$ cat config.mk
export PLATFORM = sky130hd
export DESIGN_NAME = mem_port_arbiter
export DESIGN_NICKNAME = d
export VERILOG_FILES = /design/src/rtl/mem_port_arbiter_pkg.sv /design/src/rtl/mem_port_arbiter_req_latch.sv /design/src/rtl/mem_port_arbiter.sv
export SDC_FILE = /design/constraint.sdc
export NUM_CORES = 1
export LEC_CHECK = 0
export ABC_AREA = 1
export CORE_AREA = 5 5 110 112
export DETAILED_ROUTE_END_ITERATION = 12
export DIE_AREA = 0 0 115 117
export GPL_ROUTABILITY_DRIVEN = 0
export GPL_TIMING_DRIVEN = 1
export MAX_ROUTING_LAYER = met4
export PLACE_DENSITY = 0.89
export SYNTH_ARGS = -nofsm -noshare
export SYNTH_HDL_FRONTEND = slang
export SYNTH_SLANG_ARGS = --single-unit
$ cat constraint.sdc
create_clock -name mclk -period 5.22 [get_ports mclk]
set_input_delay 0.783 -clock mclk [delete_from_list [all_inputs] [get_ports mclk]]
set_output_delay 0.783 -clock mclk [all_outputs]
set_load 0.03 [all_outputs]
$ cat src/rtl/mem_port_arbiter_pkg.sv
// Shared encodings for the two-port SRAM access arbiter: FSM states, port
// indices, grant codes and request direction.
package mem_port_arbiter_pkg;

  typedef enum logic [1:0] {
    ST_IDLE   = 2'b00,
    ST_BUSY_A = 2'b01,
    ST_BUSY_B = 2'b10
  } arb_state_t;

  localparam int PORT_A = 0;
  localparam int PORT_B = 1;

  localparam logic [1:0] GRANT_NONE = 2'b00;
  localparam logic [1:0] GRANT_A    = 2'b01;
  localparam logic [1:0] GRANT_B    = 2'b10;

  localparam logic DIR_WR = 1'b0;
  localparam logic DIR_RD = 1'b1;

  function automatic logic [1:0] grant_of(arb_state_t st);
    case (st)
      ST_BUSY_A: return GRANT_A;
      ST_BUSY_B: return GRANT_B;
      default:   return GRANT_NONE;
    endcase
  endfunction

endpackage

$ cat src/rtl/mem_port_arbiter_req_latch.sv
// One requester's pending slot: captures a begin pulse into a single-entry
// latch and flags protocol violations (sticky) without disturbing held state.
module mem_req_latch
  import mem_port_arbiter_pkg::*;
#(
  parameter int ADDR_W = 20
) (
  input  logic              mclk,
  input  logic              reset,
  input  logic              begin_wr,
  input  logic              begin_rd,
  input  logic [ADDR_W-1:0] addr,
  input  logic [7:0]        data_wr,
  input  logic              busy,
  input  logic              take,
  output logic              valid,
  output logic              dir,
  output logic [ADDR_W-1:0] pend_addr,
  output logic [7:0]        pend_data,
  output logic              err
);

  logic any_begin, bad, load;

  // busy already excludes the cycle in which this port's transaction finishes
  assign any_begin = begin_wr | begin_rd;
  assign bad       = (begin_wr & begin_rd) | (any_begin & (valid | busy));
  assign load      = any_begin & ~bad;

  always_ff @(posedge mclk or posedge reset) begin
    if (reset) begin
      valid     <= 1'b0;
      dir       <= DIR_WR;
      pend_addr <= '0;
      pend_data <= '0;
      err       <= 1'b0;
    end else begin
      if (bad) err <= 1'b1;
      if (load) begin
        valid     <= 1'b1;
        dir       <= begin_rd ? DIR_RD : DIR_WR;
        pend_addr <= addr;
        pend_data <= data_wr;
      end else if (take) begin
        valid <= 1'b0;
      end
    end
  end

endmodule

$ cat src/rtl/mem_port_arbiter.sv
// Shares one sram_ctrl port between a latency-critical requester (A) and a
// bulk requester (B); A has priority, bounded by a starvation streak for B.
module mem_port_arbiter
  import mem_port_arbiter_pkg::*;
#(
  parameter int STARVE_LIMIT = 4,
  parameter int ADDR_W       = 20
) (
  input  logic              mclk,
  input  logic              reset,
  input  logic              a_begin_wr,
  input  logic              a_begin_rd,
  input  logic [ADDR_W-1:0] a_addr,
  input  logic [7:0]        a_data_wr,
  output logic [7:0]        a_data_rd,
  output logic              a_finish,
  input  logic              b_begin_wr,
  input  logic              b_begin_rd,
  input  logic [ADDR_W-1:0] b_addr,
  input  logic [7:0]        b_data_wr,
  output logic [7:0]        b_data_rd,
  output logic              b_finish,
  output logic              m_begin_wr,
  output logic              m_begin_rd,
  output logic [ADDR_W-1:0] m_addr,
  output logic [7:0]        m_data_wr,
  input  logic [7:0]        m_data_rd,
  input  logic              m_finish,
  output logic [1:0]        grant,
  output logic [1:0]        err
);

  localparam logic [3:0] LIMIT = 4'(STARVE_LIMIT);

  arb_state_t        state, state_next;
  logic [1:0]        pend_valid, pend_dir, lat_err, busy, take;
  logic [ADDR_W-1:0] pend_addr [2];
  logic [7:0]        pend_data [2];
  logic [3:0]        streak;
  logic              cur_rd, pick_a, pick_b, win_dir;
  logic [ADDR_W-1:0] win_addr;
  logic [7:0]        win_data;

  assign busy[PORT_A] = (state == ST_BUSY_A) && !m_finish;
  assign busy[PORT_B] = (state == ST_BUSY_B) && !m_finish;
  assign take[PORT_A] = pick_a;
  assign take[PORT_B] = pick_b;
  assign err          = lat_err;

  mem_req_latch #(.ADDR_W(ADDR_W)) u_latch_a (
    .mclk(mclk), .reset(reset),
    .begin_wr(a_begin_wr), .begin_rd(a_begin_rd), .addr(a_addr), .data_wr(a_data_wr),
    .busy(busy[PORT_A]), .take(take[PORT_A]),
    .valid(pend_valid[PORT_A]), .dir(pend_dir[PORT_A]),
    .pend_addr(pend_addr[PORT_A]), .pend_data(pend_data[PORT_A]), .err(lat_err[PORT_A])
  );

  mem_req_latch #(.ADDR_W(ADDR_W)) u_latch_b (
    .mclk(mclk), .reset(reset),
    .begin_wr(b_begin_wr), .begin_rd(b_begin_rd), .addr(b_addr), .data_wr(b_data_wr),
    .busy(busy[PORT_B]), .take(take[PORT_B]),
    .valid(pend_valid[PORT_B]), .dir(pend_dir[PORT_B]),
    .pend_addr(pend_addr[PORT_B]), .pend_data(pend_data[PORT_B]), .err(lat_err[PORT_B])
  );

  always_comb begin
    state_next = state;
    pick_a     = 1'b0;
    pick_b     = 1'b0;
    case (state)
      ST_IDLE: begin
        // B overrides A only once A has won LIMIT times in a row over a waiting B
        if (pend_valid[PORT_A] && !(pend_valid[PORT_B] && streak == LIMIT)) begin
          pick_a     = 1'b1;
          state_next = ST_BUSY_A;
        end else if (pend_valid[PORT_B]) begin
          pick_b     = 1'b1;
          state_next = ST_BUSY_B;
        end
      end
      ST_BUSY_A, ST_BUSY_B: if (m_finish) state_next = ST_IDLE;
      default: state_next = ST_IDLE;
    endcase
    win_dir  = pick_b ? pend_dir[PORT_B]  : pend_dir[PORT_A];
    win_addr = pick_b ? pend_addr[PORT_B] : pend_addr[PORT_A];
    win_data = pick_b ? pend_data[PORT_B] : pend_data[PORT_A];
  end

  always_ff @(posedge mclk or posedge reset) begin
    if (reset) begin
      state      <= ST_IDLE;
      grant      <= GRANT_NONE;
      streak     <= '0;
      cur_rd     <= 1'b0;
      m_begin_wr <= 1'b0;
      m_begin_rd <= 1'b0;
      m_addr     <= '0;
      m_data_wr  <= '0;
      a_finish   <= 1'b0;
      b_finish   <= 1'b0;
      a_data_rd  <= '0;
      b_data_rd  <= '0;
    end else begin
      state      <= state_next;
      grant      <= grant_of(state_next);
      m_begin_wr <= 1'b0;
      m_begin_rd <= 1'b0;
      a_finish   <= 1'b0;
      b_finish   <= 1'b0;
      if (pick_a || pick_b) begin
        m_addr     <= win_addr;
        m_data_wr  <= win_data;
        m_begin_rd <= (win_dir == DIR_RD);
        m_begin_wr <= (win_dir == DIR_WR);
        cur_rd     <= (win_dir == DIR_RD);
      end
      if (pick_b || (pick_a && !pend_valid[PORT_B])) streak <= '0;
      else if (pick_a && streak != LIMIT)            streak <= streak + 4'd1;
      if (m_finish && state == ST_BUSY_A) begin
        a_finish <= 1'b1;
        if (cur_rd) a_data_rd <= m_data_rd;
      end
      if (m_finish && state == ST_BUSY_B) begin
        b_finish <= 1'b1;
        if (cur_rd) b_data_rd <= m_data_rd;
      end
    end
  end

endmodule

==> results of run 1 <==
through the flow:
stage	hold slack (ns)	cells	worst slack (ns)
finish	0.463	865	2.15
global route	0.502	865	1.88
CTS	0.468	864	2.16
detailed placement	0.453	832	2.17
global placement	0.453	832	2.21
floorplan	0.435	595	1.28
cells in the final DEF, fill, tap and decap left out:
cell             count
a21oi_1              2
buf_4                4
bufinv_16            5
clkbuf_1             1
clkbuf_16           17
clkdlybuf4s50_1    122
clkinv_2             2
clkinv_4             2
clkinvlp_4           1
dfrtp_1            119
diode_2              1
ha_1                 6
inv_1               82
inv_2                6
inv_4                1
inv_6                4
nand2_1            145
nand2_2             41
nand2_4              2
nand3_1             61
nand3_2              2
nor2_1               9
nor2_2               1
nor2_4               2
o21ai_0             40
o21ai_1              1
o21ai_2             40
o22ai_1              1
xor2_1               2
power breakdown:
| group | internal (uW) | leakage, uW | switching, uW | total, uW |
|---|---|---|---|---|
| sequential | 1360 | 0.00147 | 204 | 1570 |
| combinational | 792 | 0.00176 | 1460 | 2250 |
| clock | 853 | 0.000316 | 426 | 1280 |
| total | 3010 | 0.00354 | 2090 | 5100 |
final cells by class:
cell class / instances / area, um^2 / area share, %
Antenna cell: 1 / 2.50 / 0.0344
Clock buffer: 18 / 429 / 5.90
Clock inverter: 14 / 220 / 3.03
Inverter: 89 / 337 / 4.63
Multi-Input combinational cell: 355 / 1880 / 25.8
Sequential cell: 119 / 2980 / 40.9
Tap cell: 143 / 179 / 2.46
Timing Repair Buffer: 126 / 1250 / 17.2
final timing paths:
kind / start / end / slack, ns
hold reg to reg: u_latch_a.err / u_latch_a.err / 0.46
hold / removal: u_latch_a.err / u_latch_a.err / 0.46
setup / recovery: state[1] / m_data_wr[4] / 2.15
max in group asynchronous: reset / u_latch_a.pend_data[0] / 3.69
min in group asynchronous: reset / b_data_rd[5] / 0.93
setup reg to reg: state[1] / m_data_wr[4] / 2.15
critical path: cells and delay by family (launching register included):
kind / cells / cell delay, ns
and+or+nand+nor: 4 / 1.36
DFF: 1 / 0.41
buffers and inverters: 2 / 0.94
adders and majority gates: 1 / 0.22
cells by family after synthesis:
family,share of synthesized area [%]
and+or+nand+nor,22.1
buffers and inverters,11.3
DFF,54.4
AOI/OAI and AO/OA,10.5
adders and majority gates,1.37
xor gates and xnor gates,0.320
per-layer routing:
layer	wire length [um]	track usage, %	share of wire, %
met1	5630	25.9	42
met5	0	-	0
met2	6510	34.6	49
met3	1060	5.71	7.9
met4	148	6.65	1.1
Yosys cell counts, drive strengths merged:
master / instances
ha: 6
nand3: 63
o21ai: 81
o22ai: 1
buf: 26
inv: 89
a21oi: 2
nor2: 12
nand2: 188
xor2: 2
clkbuf: 6
dfrtp: 119
registers in the layout, summed over array words and instances, names as in the netlist, 2 cells and up:
register	cells
u_latch_b.pend_data	8
m_addr	20
grant	2
u_latch_a.pend_data	8
state	2
u_latch_b.pend_addr	20
m_data_wr	8
u_latch_a.pend_addr	20
streak	4
b_data_rd	8
a_data_rd	8
==> summary.md, run 1 <==
| Metric | Value |
|---|---|
| Status | `finished clean` |
| Worst reg2reg path depth | `7` |
| CTS tree | `yes` |
| Total power draw | `between 5000 and 6000 uW` |
| Achievable frequency | `0.326 GHz` |
| Worst Hold Class | `register to register` |
| Yosys top cell area share | `about 54%` |
| First-pass GRT wire length | `21700 um` |
| Initial core utilization | `a little under 50%` |
| GRT overflow | `0` |
| Yosys cell types | `25` |
| Fill count | `868` |
| Final Critical Period | `3.07 ns` |
| Standard-cell rows | `39` |
| Nets@finish | `approximately 800` |
| Critical path class | `register to register` |
| Total core area | `about 0.011 mm^2` |
| I/O Buffers | `122` |
| Syn. warnings | `0` |
| Peak supply drop | `0.000342 V` |
| Leakage | `around 0.0035 uW` |
| H-tree depth | `4` |
| Flops & latches, synth | `119` |
| Nature of the critical path startpoint | `register` |
| Worst Path Max Fanout | `34` |
| Vias per Instance | `5.02` |
| IO Count | `123` |
| DP HPWL | `8970 um` |
| Post-CTS setup buffers | `0` |
| Layout cell share with drive strength beyond 1 | `a little under a fifth` |
| Die Wd | `115 um` |
| Post-Syn Area | `0.00547 mm^2` |
| Final setup fails | `0` |
| Chip height | `117 um` |
| RSZ-0062 raised after global routing | `false` |
| Drt initial violations | `297` |
| Area after DPL | `0.00662 mm^2` |
| CP required | `between 5 and 6 ns` |
| Crit-path slowest cell | `nand2_1` |
| Initial antenna violation count | `1` |
| Sequential fraction of the synthesis area | `~54%` |
| Die area | `~0.013 mm^2` |
| Crit path arrival time | `about 3.4 ns` |
| Max-cap violations | `0` |
| Vias in the first global route | `between 4000 and 5000` |
| Post-route design area | `0.00727 mm^2` |
| Synth Area per Inst | `9.19 um^2` |
| Synth Instances | `595` |
| CTS Buf Count | `17` |
| Dominant cells by area after synthesis | `dfrtp_1 (54%), nand2_1 (9.9%), o21ai_2 (6.4%), inv_1 (5.7%), nand3_1 (5.6%)` |
| WHS Path Cells | `2` |
| Net Count, Synth | `roughly 670` |
| Final hold vios | `0` |
| DR DRC count | `0` |
| Crit share post-route | `58.8%` |
| Slowest stage delay, CP | `between 0.9 and 1 ns` |
| Fin. max-slew vios | `0` |
| Leading area contributor after synthesis | `dfrtp_1` |
| Largest net degree at the start of global routing | `66` |
| CP Capture Type | `register` |
| Synthesis-to-layout area growth | `32.9%` |
| Post-cts resize count | `0` |
| Most frequent CP cell | `nand2_1` |
| Post-Route WL | `between 10000 and 15000 um` |
| Post-route setup TNS | `0 ns` |
| CTS Buffer Depth | `2` |
| TritonRoute pass-1 iters | `7` |
| Num Clock Sinks | `~120` |
| Slew Limit Headroom | `17.3%` |
| CTS Root Cell | `clkbuf_16` |
| Total track usage | `21.2%` |
| Antenna-violating nets left | `0` |
| Final core utilization | `roughly two thirds` |
| Hold buffers post-CTS | `0` |
| Clk_skew | `0.0133 ns` |
| Routed length per instance | `approximately 15 um` |
| Pwr dens | `701 mW/mm^2` |
| Worst-path cell chain | `inv_1, ha_1, nand2_1, nand2_1, inv_1, nand2_1, nand2_1` |
| Total number of vias | `4343` |
| Clk_lat worst skew | `0.40 ns` |
| Clock transition at the registers of the reported paths | `0.06 ns` |
| Worst-Margin Slew | `1.24 ns` |
(Power assumes the default switching activity.)
==> inputs of run 2 (changes only) <==
--- a/config.mk
+++ b/config.mk
@@ -6,13 +6,13 @@
 export NUM_CORES = 1
 export LEC_CHECK = 0
 export ABC_AREA = 1
-export CORE_AREA = 5 5 110 112
+export CORE_AREA = 5 5 116 118
 export DETAILED_ROUTE_END_ITERATION = 12
-export DIE_AREA = 0 0 115 117
+export DIE_AREA = 0 0 121 123
 export GPL_ROUTABILITY_DRIVEN = 0
 export GPL_TIMING_DRIVEN = 1
 export MAX_ROUTING_LAYER = met4
-export PLACE_DENSITY = 0.89
+export PLACE_DENSITY = 0.84
 export SYNTH_ARGS = -nofsm -noshare
 export SYNTH_HDL_FRONTEND = slang
 export SYNTH_SLANG_ARGS = --single-unit
==> constraint.sdc (replaced) <==
create_clock -name mclk -period 2.5 [get_ports mclk]
set_input_delay 0.375 -clock mclk [delete_from_list [all_inputs] [get_ports mclk]]
set_output_delay 0.375 -clock mclk [all_outputs]
set_load 0.03 [all_outputs]
==> run 2 against run 1 <==
Effect of this change:
- via count decreased by 2.6%
- global-route usage shrank 3.0 points
- utilization decreased by 6.1 points
- clock skew shrank 0.0080 ns
- cell count increased by 3.5%
- total power up 100%
- fmax up 52%
- clock power is 91% higher
- critical path type unchanged
- largest cell class unchanged
- largest power group unchanged
==> summary.md, run 2 (synthesis results as in run 1) <==
| Metric | Value |
|---|---|
| Status | `finished clean` |
| GRT overflow | `0 (unchanged)` |
| Post-cts resize count | `0 (unchanged)` |
| Slew Limit Headroom | `27.9% (+11 points)` |
| Post-route design area | `0.00732 mm^2 (+0.69%)` |
| RSZ-0062 raised after global routing | `false` |
| Initial core utilization | `44.2% (-4.9 points)` |
| Ant. Diodes | `0 (-1)` |
| DR DRC count | `0 (unchanged)` |
| Worst Path Max Fanout | `30 (-12%)` |
| First-pass GRT wire length | `20800 um (-3.9%)` |
| Worst-Margin Slew | `1.08 ns (-0.156 ns)` |
| Post-Route WL | `12500 um (-6.4%)` |
| Fin. max-slew vios | `0 (unchanged)` |
| Largest regs | `m_addr x20, u_latch_a.pend_addr x20, u_latch_b.pend_addr x20` |
| Crit-path slowest cell | `inv_1` |
| H-tree depth | `4 (unchanged)` |
| Routed length per instance | `14.0 um (-9.6%)` |
| DP HPWL | `8200 um (-8.6%)` |
| Total track usage | `18.2% (-3.0 points)` |
| Vias per Instance | `4.73 (-5.8%)` |
| CP Capture Type | `register` |
| CTS Buffer Depth | `2 (unchanged)` |
| Final Critical Period | `2.01 ns (-1.05 ns)` |
| Final setup fails | `0 (unchanged)` |
| Nature of the critical path startpoint | `register` |
| Total number of vias | `4231 (-2.6%)` |
| Worst-path cell chain | `inv_1, ha_1, nand2_1, nand2_1, inv_1, nand2_1, nand2_1` |
| Sw Share | `40.9% (-0.13 points)` |
| Num Clock Sinks | `119 (unchanged)` |
| CTS Buf Count | `17 (unchanged)` |
| Commonest non-fill, non-tap cell in the layout | `nand2_1` |
| Drt initial violations | `267 (-10%)` |
| Post-CTS setup buffers | `0 (unchanged)` |
| Clock transition at the registers of the reported paths | `0.06 ns (about the same)` |
| CP top delay family | `buffers and inverters` |
| Most frequent CP cell | `nand2_1` |
| Die area | `0.0149 mm^2 (+11%)` |
| Total core area | `0.0124 mm^2 (+11%)` |
| Slowest stage delay, CP | `0.78 ns (-0.13 ns)` |
| Die Wd | `121 um (+5.2%)` |
| Most frequent cells in the layout | `nand2_1 (145), clkdlybuf4s50_1 (122), dfrtp_1 (119)` |
| TritonRoute pass-1 iters | `4 (-3)` |
| Achievable frequency | `0.496 GHz (+52%)` |
| CTS tree | `yes` |
| Nets@finish | `787 (+0.25%)` |
| Worst Hold Class | `input pin to asynchronous set/reset pin` |
| Clock power share | `23.5% (-1.6 points)` |
| Initial antenna violation count | `0 (-1)` |
| Antenna-violating nets left | `0 (unchanged)` |
| Crit path arrival time | `2.34 ns (-1.01 ns)` |
| Combinational share of power | `45.5% (+1.3 points)` |
| Clk_skew | `0.00530 ns (-0.00796 ns)` |
| CTS Root Cell | `clkbuf_16` |
| Internal power | `6140 uW (+100%)` |
| I/O Buffers | `122 (unchanged)` |
| Standard-cell rows | `41 (+5.1%)` |
| Layout cell share with drive strength beyond 1 | `18.1% (+0.088 points)` |
| Synthesis-to-layout area growth | `33.9%` |
| Peak supply drop | `0.000723 V (+110%)` |
| Max-cap violations | `0 (unchanged)` |
| Pwr dens | `1420 mW/mm^2 (+100%)` |
| Final hold vios | `0 (unchanged)` |
| Critical path class | `register to register` |
| WP buf/inv | `2 (unchanged)` |
| Area after DPL | `0.00672 mm^2 (+1.5%)` |
| Hold buffers post-CTS | `0 (unchanged)` |
| Post-route setup TNS | `0 ns (unchanged)` |
| IO Count | `123 (unchanged)` |
| Clk_lat worst skew | `0.39 ns (about the same)` |
| Leakage | `0.00353 uW (-0.34%)` |
| CP required | `2.83 ns (-2.67 ns)` |
| Crit share post-route | `80.6% (+22 points)` |
| Largest net degree at the start of global routing | `66 (unchanged)` |
| Sequential share of power | `31.1% (+0.4 points)` |
| Chip height | `123 um (+5.1%)` |
| Net Switching | `4250 uW (+100%)` |
| Vias in the first global route | `4344 (-5.7%)` |
[run 2: worst min-delay path: stages]
cell and delay [ns]:
clkdlybuf4s50_1 0.44, clkinvlp_4 0.12, buf_12 0.27
[run 2: metrics by stage]
stage	util (%)	setup WS (ns)	total power [uW]	std cells	hold WS (ns)
floorplan	-	0.670	6640	595	0.435
global placement	54.4	0.545	7880	863	0.459
detailed placement	54.4	0.491	8020	863	0.456
CTS	59.2	0.478	10500	895	0.442
global route	59.2	0.275	11200	895	0.467
finish	59.2	0.486	10400	895	0.432
[run 2: power groups by stage]
stage	sequential (uW)	clock [uW]	combinational (uW)
2_1_floorplan	3900	0	2730
5_1_grt	3340	2580	5250
3_3_place_gp	3230	0	4650
4_1_cts	3230	2490	4790
3_5_place_dp	3250	0	4780
6_report	3230	2440	4720
[run 2: worst paths after layout]
path / from / endpoint / slack (ns) / cells past startpoint
hold / removal: reset / u_latch_b.pend_addr[8] / 0.43 / 3
min in group mclk: u_latch_b.err / u_latch_b.err / 0.47 / 2
setup reg to reg: state[1] / m_addr[2] / 0.49 / 7
max in group asynchronous: reset / b_finish / 1.76 / 3
setup / recovery: state[1] / m_addr[2] / 0.49 / 7
hold reg to reg: u_latch_b.err / u_latch_b.err / 0.47 / 2
[run 2: metal layers]
layer	wire [um]	track usage, %	vias up	share of wire [%]
met2	5790	27.1	130	46
met5	0	-	-	0
li1	-	-	2077	-
met4	245	6.52	0	2.0
met1	5690	24.3	2005	46
met3	767	4.48	19	6.1
[run 2: cell type report]
cell class,instances,area (um^2)
Timing Repair Buffer,128,1320
Inverter,89,338
Fill cell,1057,5040
Sequential cell,119,2980
Clock inverter,12,153
Tap cell,172,215
Clock buffer,20,447
Multi-Input combinational cell,355,1880
==> inputs of run 3 (changes only) <==
==> constraint.sdc (replaced) <==
create_clock -name mclk -period 1.85 [get_ports mclk]
set_input_delay 0.2775 -clock mclk [delete_from_list [all_inputs] [get_ports mclk]]
set_output_delay 0.2775 -clock mclk [all_outputs]
set_load 0.03 [all_outputs]
==> run 3 against run 2 <==
Effect of this change:
- flip-flop and latch count is the same
- register-to-register slack worse by 0.32 ns
- first-iteration DRC count grew 10%
- count of clock-buffer cells in the layout up 1
- hold slack got worse by 0.088 ns
- critical path depth shrank 6
- clock skew grew 0.0060 ns
- setup slack lost 0.37 ns
- clock power grew 34%
- largest power group unchanged
- highest routed layer unchanged
==> summary.md, run 3 (synthesis results as in run 1) <==
| Metric | Value |
|---|---|
| Status | `finished clean` |
| Final Critical Period | `1.73 ns` |
| Final setup fails | `0 (unchanged)` |
| Nets@finish | `797 (+1.3%)` |
| Leakage | `0.00360 uW (+2.0%)` |
| CTS Root Cell | `clkbuf_16` |
| Num Clock Sinks | `119 (unchanged)` |
| Crit path arrival time | `1.46 ns (-0.88 ns)` |
| Total number of vias | `4208 (-0.54%)` |
| GRT overflow | `0 (unchanged)` |
| Clk_lat worst skew | `0.40 ns (about the same)` |
| Achievable frequency | `0.577 GHz` |
| RSZ-0062 raised after global routing | `false` |
| Total core area | `0.0124 mm^2 (unchanged)` |
| H-tree depth | `4 (unchanged)` |
| Max-cap violations | `0 (unchanged)` |
| CTS Buffer Depth | `2 (unchanged)` |
| Standard-cell rows | `41 (unchanged)` |
| Ant. Diodes | `0 (unchanged)` |
| Commonest non-fill, non-tap cell in the layout | `nand2_1` |
| Routed length per instance | `14.0 um (+0.11%)` |
| CTS tree | `yes` |
| R2r setup slk | `0.17 ns (-0.32 ns)` |
| Largest regs | `m_addr x20, u_latch_a.pend_addr x20, u_latch_b.pend_addr x20` |
| DP HPWL | `8790 um (+7.3%)` |
| Crit share post-route | `93.7%` |
| Largest net degree at the start of global routing | `62 (-6.1%)` |
| Worst reg2reg path depth | `7 (unchanged)` |
| CP top delay family | `buffers and inverters` |
| Total power draw | `14300 uW (+38%)` |
| Clock transition at the registers of the reported paths | `0.05 ns (about the same)` |
| First-pass GRT wire length | `21200 um (+1.6%)` |
| Worst Path Max Fanout | `2 (-93%)` |
| CP Capture Type | `output port` |
| Worst-Margin Slew | `0.470 ns (-0.610 ns)` |
| Fin. max-slew vios | `0 (unchanged)` |
| Clk_skew | `0.0113 ns (+0.00598 ns)` |
| Die Wd | `121 um (unchanged)` |
| Final hold vios | `0 (unchanged)` |
| Initial core utilization | `44.2% (unchanged)` |
| CP required | `1.57 ns (-1.26 ns)` |
| Vias per Instance | `4.66 (-1.4%)` |
| Worst-path cell chain | `clkdlybuf4s50_1` |
| Pwr dens | `1930 mW/mm^2 (+36%)` |
| Worst Hold Class | `input pin to asynchronous set/reset pin` |
| WP buf/inv | `1 (-1)` |
| RR Endpoint | `streak[3]` |
| Peak supply drop | `0.000960 V (+33%)` |
| Drt initial violations | `295 (+10%)` |
| Post-Route WL | `12600 um (+1.0%)` |
| Total track usage | `18.7% (+0.54 points)` |
| IO Count | `123 (unchanged)` |
| Post-CTS setup buffers | `0 (unchanged)` |
| Crit-path slowest cell | `clkdlybuf4s50_1` |
| Final core utilization | `60.1% (+0.90 points)` |
| I/O Buffers | `122 (unchanged)` |
| Critical path class | `register to output port` |
| Initial antenna violation count | `0 (unchanged)` |
| Die area | `0.0149 mm^2 (unchanged)` |
| Layout cell share with drive strength beyond 1 | `19.3% (+1.2 points)` |
| CTS Buf Count | `17 (unchanged)` |
| Most frequent cells in the layout | `nand2_1 (144), clkdlybuf4s50_1 (122), dfrtp_1 (119)` |
| Slew Limit Headroom | `68.6% (+41 points)` |
| Slowest stage delay, CP | `0.68 ns (-0.10 ns)` |
| Post-route setup TNS | `0 ns (unchanged)` |
| Nature of the critical path startpoint | `register` |
| Crit path from | `m_addr[13]` |
| Chip height | `123 um (unchanged)` |
| R2R Path Start | `state[1]` |
| DR DRC count | `0 (unchanged)` |
| TritonRoute pass-1 iters | `4 (unchanged)` |
| Synthesis-to-layout area growth | `35.9%` |
| Vias in the first global route | `4373 (+0.67%)` |
| Hold buffers post-CTS | `0 (unchanged)` |
| Antenna-violating nets left | `0 (unchanged)` |
-- run 3: changes by cell type in the layout (fill, tap and decap cells not counted), sizes merged --
cell      change
clkinvlp      -2
clkinv        -1
buf          +10
clkbuf        +1
-- run 3: layout make-up --
type	count	area, um^2
fill	1064	4930
sequential	119	2980
multi-input combinational	355	1880
timing repair buffer	138	1430
clock buffer	21	470
inverter	89	338
tap	172	215
clock inverter	9	125
-- run 3: routing by layer --
metal / GRT usage (%) / vias to the layer above / part of all wire [%]
li1: - / 2105 / -
met2: 29.1 / 106 / 48
met4: 5.67 / 0 / 0.81
met5: - / - / 0
met3: 5.03 / 6 / 4.9
met1: 24.2 / 1991 / 47
-- run 3: through the flow --
step	hold WS, ns	setup slack, ns	area, um^2	instances
after global placement	0.454	0.161	6840	873
after CTS	0.352	0.0848	7430	903
after global routing	0.374	0.0235	7430	903
final	0.344	0.116	7430	903
after detailed placement	0.461	0.106	6840	873
after floorplan	0.386	0.117	5470	595
-- run 3: worst max path at each step --
stage | end | slack [ns] | depth (start not counted)
2_1_floorplan | a_data_rd[0] | 0.12 | 1
3_3_place_gp | u_latch_a.pend_data[7] | 0.16 | 7
3_5_place_dp | u_latch_a.pend_data[7] | 0.11 | 7
4_1_cts | m_addr[13] | 0.08 | 1
5_1_grt | m_begin_rd | 0.02 | 10
6_report | m_addr[13] | 0.12 | 1
-- run 3: report_power, final --
| part | internal (uW) | switching (uW) |
|---|---|---|
| sequential | 3840 | 546 |
| combinational | 2540 | 4100 |
| clock | 2200 | 1090 |
-- run 3: repair_timing --
action,in CTS,in global routing
gates resized for setup,0,1
endpoints found under the setup margin,0,1
endpoints found under the hold margin,0,0
